$ cat src/rtl/fifo_pkg.sv
`default_nettype none
// ============================================================================
// Module      : fifo_pkg
// Description : Shared defaults and helper types for the fifo_buffer block:
//               default word/pointer widths, almost-full/empty thresholds,
//               the per-cycle operation encoding and the status-flag bundle.
// Revision    : 1.0 - initial release
// ============================================================================
package fifo_pkg;

    localparam int c_DATA_SIZE    = 10;
    localparam int c_ADDR_SIZE    = 3;
    localparam int c_ALMOST_FULL  = 6;
    localparam int c_ALMOST_EMPTY = 2;

    // Accepted operation in a cycle, encoded as {push, pop}
    typedef enum logic [1:0] {
        OP_IDLE = 2'b00,
        OP_POP  = 2'b01,
        OP_PUSH = 2'b10,
        OP_BOTH = 2'b11
    } fifo_op_t;

    typedef struct packed {
        logic full;
        logic empty;
        logic almost_full;
        logic almost_empty;
    } fifo_flags_t;

    // All status flags are pure functions of the stored word count
    function automatic fifo_flags_t fifo_flags(input int count, input int depth,
                                               input int af_level, input int ae_level);
        fifo_flags_t f;
        f.full         = (count == depth);
        f.empty        = (count == 0);
        f.almost_full  = (count >= af_level);
        f.almost_empty = (count <= ae_level);
        return f;
    endfunction

endpackage
`default_nettype wire

$ cat src/rtl/fifo_buffer_if.sv
`default_nettype none
// ============================================================================
// Module      : fifo_buffer_if
// Description : Push/pop handshake and status bundle of fifo_buffer.
//               master = producer/consumer side, slave = the FIFO itself.
// Revision    : 1.0 - initial release
// ============================================================================
interface fifo_buffer_if #(
    parameter int DATA_SIZE = 10,
    parameter int ADDR_SIZE = 3
);
    logic                 wr_en;
    logic                 rd_en;
    logic [DATA_SIZE-1:0] data_in;
    logic [DATA_SIZE-1:0] data_out;
    logic                 valid_out;
    logic                 full;
    logic                 empty;
    logic                 almost_full;
    logic                 almost_empty;
    logic [ADDR_SIZE:0]   fifo_count;
    logic                 overflow;
    logic                 underflow;

    modport master (
        output wr_en, rd_en, data_in,
        input  data_out, valid_out, full, empty, almost_full, almost_empty,
               fifo_count, overflow, underflow
    );

    modport slave (
        input  wr_en, rd_en, data_in,
        output data_out, valid_out, full, empty, almost_full, almost_empty,
               fifo_count, overflow, underflow
    );
endinterface
`default_nettype wire

$ cat src/rtl/fifo_ram.sv
`default_nettype none
// ============================================================================
// Module      : fifo_ram
// Description : Simple dual-port storage for fifo_buffer. Synchronous write,
//               synchronous 1-cycle registered read. Only the read register is
//               reset; the array itself is never cleared.
// Revision    : 1.0 - initial release
// ============================================================================
module fifo_ram
    import fifo_pkg::*;
#(
    parameter int DATA_SIZE = c_DATA_SIZE,
    parameter int ADDR_SIZE = c_ADDR_SIZE
) (
    input  wire                  clk,
    input  wire                  reset,
    input  wire                  i_wr_en,
    input  wire [ADDR_SIZE-1:0]  i_wr_addr,
    input  wire [DATA_SIZE-1:0]  i_wr_data,
    input  wire                  i_rd_en,
    input  wire [ADDR_SIZE-1:0]  i_rd_addr,
    output logic [DATA_SIZE-1:0] o_rd_data
);

    localparam int c_DEPTH = 2 ** ADDR_SIZE;

    logic [DATA_SIZE-1:0] r_mem [c_DEPTH];

    // Write port: store the word on an accepted push
    always_ff @(posedge clk) begin
        if (i_wr_en) begin
            r_mem[i_wr_addr] <= i_wr_data;
        end
    end

    // Read port: register the addressed word on an accepted pop, hold otherwise
    always_ff @(posedge clk) begin
        if (!reset) begin
            o_rd_data <= '0;
        end else if (i_rd_en) begin
            o_rd_data <= r_mem[i_rd_addr];
        end
    end

endmodule
`default_nettype wire

$ cat src/rtl/fifo_buffer.sv
`default_nettype none
// ============================================================================
// Module      : fifo_buffer
// Description : Synchronous FIFO with registered pop data, occupancy count,
//               full/empty/almost flags and sticky overflow/underflow flags.
//               Storage lives in fifo_ram; pointers, count, flags and error
//               tracking live here. reset is synchronous, active-low.
//               Optional: define FIFO_BUFFER_ERR_EN to build overflow/underflow
//               detection; otherwise both outputs are tied low.
// Revision    : 1.0 - initial release
// ============================================================================
module fifo_buffer
    import fifo_pkg::*;
#(
    parameter int DATA_SIZE    = c_DATA_SIZE,
    parameter int ADDR_SIZE    = c_ADDR_SIZE,
    parameter int ALMOST_FULL  = c_ALMOST_FULL,
    parameter int ALMOST_EMPTY = c_ALMOST_EMPTY
) (
    input  wire          clk,
    input  wire          reset,
    fifo_buffer_if.slave bus
);

    localparam int                 c_DEPTH     = 2 ** ADDR_SIZE;
    localparam logic [ADDR_SIZE:0] c_COUNT_ONE = 1;
    localparam logic [ADDR_SIZE-1:0] c_PTR_ONE = 1;

    logic [ADDR_SIZE-1:0] r_wr_ptr;
    logic [ADDR_SIZE-1:0] r_rd_ptr;
    logic [ADDR_SIZE:0]   r_count;
    logic [ADDR_SIZE:0]   w_count_next;
    fifo_flags_t          r_flags;
    fifo_flags_t          w_flags_next;
    logic                 r_valid;
    logic                 w_push;
    logic                 w_pop;
    fifo_op_t             w_op;

    // Accepted requests: gated by reset and by the registered full/empty flags
    assign w_push = reset && bus.wr_en && !r_flags.full;
    assign w_pop  = reset && bus.rd_en && !r_flags.empty;
    assign w_op   = fifo_op_t'({w_push, w_pop});

    // Next occupancy and the flags that follow from it
    always_comb begin
        w_count_next = r_count;
        case (w_op)
            OP_PUSH: w_count_next = r_count + c_COUNT_ONE;
            OP_POP:  w_count_next = r_count - c_COUNT_ONE;
            default: w_count_next = r_count;
        endcase
        w_flags_next = fifo_flags(int'(w_count_next), c_DEPTH, ALMOST_FULL, ALMOST_EMPTY);
    end

    // Pointer, count, flag and valid registers
    always_ff @(posedge clk) begin
        if (!reset) begin
            r_wr_ptr <= '0;
            r_rd_ptr <= '0;
            r_count  <= '0;
            r_flags  <= fifo_flags(0, c_DEPTH, ALMOST_FULL, ALMOST_EMPTY);
            r_valid  <= 1'b0;
        end else begin
            if (w_push) begin
                r_wr_ptr <= r_wr_ptr + c_PTR_ONE;
            end
            if (w_pop) begin
                r_rd_ptr <= r_rd_ptr + c_PTR_ONE;
            end
            r_count <= w_count_next;
            r_flags <= w_flags_next;
            r_valid <= w_pop;
        end
    end

    fifo_ram #(
        .DATA_SIZE (DATA_SIZE),
        .ADDR_SIZE (ADDR_SIZE)
    ) u_ram (
        .clk       (clk),
        .reset     (reset),
        .i_wr_en   (w_push),
        .i_wr_addr (r_wr_ptr),
        .i_wr_data (bus.data_in),
        .i_rd_en   (w_pop),
        .i_rd_addr (r_rd_ptr),
        .o_rd_data (bus.data_out)
    );

`ifdef FIFO_BUFFER_ERR_EN
    logic r_overflow;
    logic r_underflow;

    // Sticky error flags: any request against full/empty sets them until reset
    always_ff @(posedge clk) begin
        if (!reset) begin
            r_overflow  <= 1'b0;
            r_underflow <= 1'b0;
        end else begin
            if (bus.wr_en && r_flags.full) begin
                r_overflow <= 1'b1;
            end
            if (bus.rd_en && r_flags.empty) begin
                r_underflow <= 1'b1;
            end
        end
    end

    assign bus.overflow  = r_overflow;
    assign bus.underflow = r_underflow;
`else
    assign bus.overflow  = 1'b0;
    assign bus.underflow = 1'b0;
`endif

    assign bus.valid_out    = r_valid;
    assign bus.fifo_count   = r_count;
    assign bus.full         = r_flags.full;
    assign bus.empty        = r_flags.empty;
    assign bus.almost_full  = r_flags.almost_full;
    assign bus.almost_empty = r_flags.almost_empty;

endmodule
`default_nettype wire
$ cat src/flat_wrapper.sv
// flat-port wrapper written by rule: the top's interface ports become plain ports
module fifo_buffer_flat import fifo_pkg::*;
#(
    parameter int DATA_SIZE    = c_DATA_SIZE,
    parameter int ADDR_SIZE    = c_ADDR_SIZE,
    parameter int ALMOST_FULL  = c_ALMOST_FULL,
    parameter int ALMOST_EMPTY = c_ALMOST_EMPTY
)
  (clk, reset, bus_wr_en, bus_rd_en, bus_data_in, bus_data_out, bus_valid_out, bus_full, bus_empty, bus_almost_full, bus_almost_empty, bus_fifo_count, bus_overflow, bus_underflow);
  fifo_buffer_if #(.DATA_SIZE(DATA_SIZE), .ADDR_SIZE(ADDR_SIZE)) bus_i ();
  input  wire clk;
  input  wire reset;
  input wire logic [$bits(bus_i.wr_en)-1:0] bus_wr_en;
  input wire logic [$bits(bus_i.rd_en)-1:0] bus_rd_en;
  input wire logic [$bits(bus_i.data_in)-1:0] bus_data_in;
  output wire logic [$bits(bus_i.data_out)-1:0] bus_data_out;
  output wire logic [$bits(bus_i.valid_out)-1:0] bus_valid_out;
  output wire logic [$bits(bus_i.full)-1:0] bus_full;
  output wire logic [$bits(bus_i.empty)-1:0] bus_empty;
  output wire logic [$bits(bus_i.almost_full)-1:0] bus_almost_full;
  output wire logic [$bits(bus_i.almost_empty)-1:0] bus_almost_empty;
  output wire logic [$bits(bus_i.fifo_count)-1:0] bus_fifo_count;
  output wire logic [$bits(bus_i.overflow)-1:0] bus_overflow;
  output wire logic [$bits(bus_i.underflow)-1:0] bus_underflow;
  assign bus_i.wr_en = bus_wr_en;
  assign bus_i.rd_en = bus_rd_en;
  assign bus_i.data_in = bus_data_in;
  assign bus_data_out = bus_i.data_out;
  assign bus_valid_out = bus_i.valid_out;
  assign bus_full = bus_i.full;
  assign bus_empty = bus_i.empty;
  assign bus_almost_full = bus_i.almost_full;
  assign bus_almost_empty = bus_i.almost_empty;
  assign bus_fifo_count = bus_i.fifo_count;
  assign bus_overflow = bus_i.overflow;
  assign bus_underflow = bus_i.underflow;
  fifo_buffer #(.DATA_SIZE(DATA_SIZE), .ADDR_SIZE(ADDR_SIZE), .ALMOST_FULL(ALMOST_FULL), .ALMOST_EMPTY(ALMOST_EMPTY)) u_core (.clk(clk), .reset(reset), .bus(bus_i));
endmodule
$ cat config.mk
export PLATFORM = sky130hd
export DESIGN_NAME = fifo_buffer_flat
export DESIGN_NICKNAME = d
export VERILOG_FILES = /design/src/rtl/fifo_pkg.sv /design/src/rtl/fifo_buffer_if.sv /design/src/rtl/fifo_ram.sv /design/src/rtl/fifo_buffer.sv /design/src/flat_wrapper.sv
export SDC_FILE = /design/constraint.sdc
export NUM_CORES = 1
export LEC_CHECK = 0
export BUFFER_PORTS_ARGS = -buffer_cell sky130_fd_sc_hd__buf_4
export CAP_MARGIN = 20
export CELL_PAD_IN_SITES_DETAIL_PLACEMENT = 2
export CELL_PAD_IN_SITES_GLOBAL_PLACEMENT = 2
export CORE_AREA = 5 5 104 106
export CTS_BUF_LIST = sky130_fd_sc_hd__clkbuf_16
export DETAILED_ROUTE_END_ITERATION = 10
export DIE_AREA = 0 0 109 111
export HOLD_SLACK_MARGIN = 0.06
export PLACE_DENSITY = 0.87
export SETUP_SLACK_MARGIN = 0.2
export SYNTH_ARGS = -nofsm -noshare
export SYNTH_HDL_FRONTEND = slang
export SYNTH_SLANG_ARGS = --single-unit
$ cat constraint.sdc
create_clock -name clk -period 2.7 [get_ports clk]
set_input_delay 0.54 -clock clk [delete_from_list [all_inputs] [get_ports clk]]
set_output_delay 0.54 -clock clk [all_outputs]
set_load 0.02 [all_outputs]
After elaboration in Yosys (flattened, before gate mapping)

Memories as Yosys holds them, arrays and structs flattened. A register that Yosys moved wholly into a read port is not among the register bits.
Cells that the tools add are included.

Add/subtract/negate cells: 4
Order comparisons: 2
Eq/ne operators: 3
Muxes and demuxes: 3
Reduce and logical (&&, ||, !) cells: 8

Operators by type and width:

| operator              | count |
|---|---|
| $pmux W4 S2           | 1 |
| $add A3 B1 Y3 const B | 2 |
| $add A4 B1 Y4 const B | 1 |
| $eq A4 B4 Y1 const B  | 1 |
| $ge A4 B3 Y1 const B  | 1 |
| $le A4 B2 Y1 const B  | 1 |
| $logic_and A1 B1 Y1   | 4 |
| $logic_not A4 Y1      | 1 |
| $sub A4 B1 Y4 const B | 1 |
| $logic_not A1 Y1      | 3 |
| $eq A2 B1 Y1 const B  | 1 |
| $eq A2 B2 Y1 const B  | 1 |
| $mux W1               | 2 |

Register bits: 15
RAM bits: 80
Input bits: 14
Output and inout port bits: 21
Logic and storage cells: 29
Memories kept: 1

Memory list:

| name               | words | width | rd ports | clocked after Yosys merged registers in | write ports | RTL line       | RTL |
|---|---|---|---|---|---|---|---|
| u_core.u_ram.r_mem | 8     | 10    | 1        | 1                                       | 1           | fifo_ram.sv:27 | `logic [DATA_SIZE-1:0] r_mem [c_DEPTH];` |

Depth between registers and ports, before layout

Depth in word-level cells: 5
Mapped depth: 10
Depth with buffers taken out: 9

Modules after synthesis

Synthesis repeated with hierarchy kept, for this count alone.

Cell total of the unflattened synthesis: 280
Area total of the unflattened synthesis: 4200.3 µm²

By module, submodules not included:

| module      | times used | cells each | area an instance (µm²) | sequential area each (µm²) |
|---|---|---|---|---|
| fifo_ram    | 1          | 195        | 3438.3                 | 2602.5 |
| fifo_buffer | 1          | 85         | 762.0                  | 300.3 |

Least setup slack after synthesis

No wires, ideal clock.

Path type: input-to-reg
Start: input port bus_wr_en
End: register u_core.r_flags (netlist bit u_core.bus.almost_full)
Setup time: 0.116 ns
Arrival: 2.403 ns
Data required time: 2.584 ns
Slack: 0.181 ns
Cell stages on the path: 10
Buffers on the path: 1
Cell sequence: nor2b_1 > and2_1 > inv_2 > ha_1 > clkbuf_1 > nor2b_1 > o2111ai_2 > o311ai_4 > mux2i_2 > a31o_1

Cells in the longest elaborated chain, start to end: 5
Elaborated cells between the ends (all ways): 6
Classes of those cells: order compare (1); eq/ne (2); mux (1); reduce/logical (2)

RTL lines:

| what                                         | RTL line           | RTL |
|---|---|---|
| start, declared                              | flat_wrapper.sv:13 | `input wire logic [$bits(bus_i.wr_en)-1:0] bus_wr_en;` |
| $logic_and A1 B1 Y1 * (2 in a row)           | fifo_buffer.sv:41  | `assign w_push = reset && bus.wr_en && !r_flags.full;` |
| $eq A2 B1 Y1 or $eq A2 B2 Y1 (tied branches) | fifo_buffer.sv:48  | `case (w_op)` |
| $pmux W4 S2 *                                | fifo_buffer.sv:48  |  |
| $ge A4 B3 Y1 *                               | fifo_pkg.sv:37     | `f.almost_full = (count >= af_level);` |
| end signal, assigned                         | fifo_buffer.sv:62  | `r_flags <= fifo_flags(0, c_DEPTH, ALMOST_FULL, ALMOST_EMPTY);` |
| end signal, assigned                         | fifo_buffer.sv:72  | `r_flags <= w_flags_next;` |
| end, declared                                | fifo_buffer.sv:33  | `fifo_flags_t r_flags;` |

Every way passes the cells marked *; elsewhere a longest branch is shown, timed or not.
A chain may end at the register's enable or synchronous reset.

Final worst setup path

Start: register u_core.r_flags (netlist bit u_core.bus.full)
End: register u_core.r_flags (netlist bit u_core.bus.full)

Cells in the longest elaborated chain, start to end: 5
Elaborated cells between the ends (all ways): 6
Classes of those cells: eq/ne (3); mux (1); reduce/logical (2)

RTL lines:

| what                                         | RTL line          | RTL |
|---|---|---|
| $logic_not A1 Y1 *                           | fifo_buffer.sv:41 |  |
| $logic_and A1 B1 Y1 *                        | fifo_buffer.sv:41 |  |
| $eq A2 B1 Y1 or $eq A2 B2 Y1 (tied branches) | fifo_buffer.sv:48 |  |
| $pmux W4 S2 *                                | fifo_buffer.sv:48 |  |
| $eq A4 B4 Y1 *                               | fifo_pkg.sv:35    | `f.full = (count == depth);` |

Marked as above.

==> results_dict.tcl <==
set metrics [dict create \
    syn_to_final_growth_pct 18.1 \
    hold_violations 0 \
    p_sw_mw 0.894 \
    rsz0062_at_grt "false" \
    ys_types 36 \
    stdcell_area_um2 4940 \
    clkTransAtPathRegs_ns 0.07 \
    drcViolationCount 0 \
    fin_crit_sh 0.883 \
    viasPerCell 5.39 \
    max_freq_mhz 419 \
    met3_usage 0.0355 \
    rr_worst_depth 9 \
    arrival_ns 2.66 \
    p_total_mw 3.51 \
    wirelength_um 10600 \
    ir_drop_mv 0.423 \
    crit_fanout 5 \
    die_h_um 111 \
    start_util 0.432 \
    routabilityCongestion 0.748 \
    yosys_warnings 0 \
    grt_max_degree 24 \
    synth_edf_count 80 \
    startpoint_type "flip-flop" \
    cp-startpoint "u_core.bus.full" \
    cts_tree "yes" \
    grt_pass1_vias 2633 \
    placed_cell_area_um2 4660 \
    slew_viol_final 0 \
    netlist_instances 246 \
    fp.coreArea_um2 9680 \
    setup_tns_ns 0 \
    maxCapViolCount 0 \
    nFillCells 884 \
    cts-root-buf "clkbuf_16" \
    grt_first_pass_wirelength_um 16100 \
    dr.pass1.iters 4 \
    hold_buffers 0 \
    cts.sink_count 105 \
    worstPathRequired_ns 2.98 \
    p_per_area_nw_per_um2 710 \
    io-pin-count 35 \
    dieWidth_um 109 \
    netlist_area_um2 4190 \
    swShare 0.255 \
    leakage_nw 1.82 \
    layout_commonest_cell "edfxtp_1" \
    p_clk_frac 0.361 \
    synth-seq-area-share 0.694 \
    min_path_type "input port to flip-flop" \
    fin_crit_ns 2.39 \
    reg2reg_from "u_core.bus.full" \
    dpl.hpwl_um 6800 \
    diodes 0 \
    antenna_found_initial 0 \
    layout-drive-gt1-share 0.305 \
    port-buffer-count 32 \
    finClkSkew_ns 0.00958 \
    grt_usage 0.184 \
    outcome "completed" \
    setup_viol 0 \
    die-area_um2 12100 \
    via_count 2322 \
    use_met2 0.320 \
    layout.nets 311 \
    drt_iter0_markers 91 \
    htree_levels 3 \
    hp-start "bus_data_in[0]" \
    cts_setup_buffers 0 \
    synth-async-reset-ratio 0 \
    hold_path_depth 1 \
    crit_type "flip-flop to flip-flop" \
    rows 36 \
    grt_util_met1 0.222 \
    clk_path_buf_depth 2 \
    combPwrFrac 0.119 \
    end_kind "flip-flop" \
    p_int_mw 2.61 \
    relSlewSlack 0.463 \
    synthFlopType "edfxtp_1" \
    ant_nets 0 \
    final_util 0.510 \
    postSynthAreaPerCell_um2 17.0 \
    synth_seq_cells 105 \
    worst_slew_pin_slew_ns 0.805 \
    busiest_layer "met2" \
    gr-total-overflow 0 \
    mostFrequentLayoutCells "80 x edfxtp_1, 48 x buf_4, 25 x dfxtp_1" \
    pwr-share-seq 0.520 \
    numCtsBuffers 9 \
    routedWlPerCell_um 24.5 \
    clk-insertion-delay-late_ns 0.35 \
    cts_resized 0 \
]
[power by group through the flow]
stage / clock network (mW) / registers [mW] / logic (mW)
5_1_grt: 1.37 / 1.83 / 0.446
6_report: 1.26 / 1.82 / 0.418
3_3_place_gp: 0 / 1.85 / 0.390
3_5_place_dp: 0 / 1.86 / 0.417
2_1_floorplan: 0 / 1.89 / 0.217
4_1_cts: 1.30 / 1.83 / 0.426
[layout make-up]
cell class                 count  area (um2)  share of cell area
clock buffer                   9         225              0.0456
tap                          133         166              0.0337
inverter                       5        18.8             0.00380
timing repair buffer          48         360              0.0729
clock inverter                 7        61.3              0.0124
multi-input combinational    124        1210               0.244
sequential                   105        2900               0.587
[Yosys cell counts, types with 2 or more instances]
cell / count / area [um2]
mux2i_1: 12 / 120
buf_4: 2 / 15.0
xnor2_1: 5 / 43.8
o211a_1: 10 / 100
clkbuf_1: 5 / 18.8
xor2_1: 3 / 26.3
edfxtp_1: 80 / 2400
ha_1: 4 / 50.1
nor2b_1: 6 / 37.5
a21oi_1: 3 / 15.0
mux4_2: 20 / 450
inv_1: 4 / 15.0
dfxtp_1: 25 / 500
nor2_1: 10 / 37.5
nor3_1: 4 / 20.0
buf_2: 5 / 25.0
and2_1: 6 / 37.5
nand2_1: 18 / 67.6
nand2b_1: 7 / 43.8
[worst paths after layout]
| kind | to | slack [ns] |
|---|---|---|
| worst max register to register | u_core.bus.full | 0.31 |
| worst min-delay path | u_core.u_ram.r_mem[3][0] | 0.43 |
| worst min register to register | u_core.u_ram.o_rd_data[0] | 0.50 |
| worst max-delay path | u_core.bus.full | 0.31 |
[registers in the layout, summed over array words and instances (netlist names)]
name / flops
u_core.bus.almost_full: 1
u_core.bus.almost_empty: 1
u_core.bus.valid_out: 1
u_core.r_wr_ptr: 3
u_core.bus.fifo_count: 4
u_core.u_ram.o_rd_data: 10
u_core.u_ram.r_mem: 80
u_core.bus.empty: 1
u_core.bus.full: 1
u_core.r_rd_ptr: 3
[metal layers]
metal	vias to the layer above	share of wire
met5	-	0
met4	0	0.024
met3	17	0.035
met2	60	0.54
met1	1212	0.41
li1	1033	-
[kinds of logic (layout without fill, tap and decap cells)]
| kind of cell | Yosys count | count (layout) | synth area share |
|---|---|---|---|
| AND/OR/NAND/NOR | 55 | 55 | 0.0658 |
| other | 1 | 2 | 0.000896 |
| multiplexers | 33 | 33 | 0.140 |
| XOR/XNOR | 8 | 8 | 0.0167 |
| AO/OA/AOI/OAI | 22 | 22 | 0.0520 |
| adder cells (fa/ha/maj) | 4 | 4 | 0.0120 |
| flip-flops | 105 | 105 | 0.694 |
| buffers and inverters | 18 | 69 | 0.0194 |
[worst max-delay path: stages, from the launching register on]
cell      delay (ns)
dfxtp_1         0.34
nor2b_1         0.18
and2_1          0.20
inv_2           0.06
ha_1            0.27
and4bb_1        0.32
a32oi_2         0.14
o311ai_4        0.31
mux2i_2         0.31
nor2b_1         0.19
[metrics by stage]
stage,instances,worst slack (ns),hold WS [ns]
6_report,431,0.315,0.426
3_3_place_gp,415,0.214,0.484
3_5_place_dp,415,0.0718,0.488
5_1_grt,431,0.224,0.418
4_1_cts,431,0.291,0.419
2_1_floorplan,247,0.210,0.460
(Power assumes the default switching activity.)
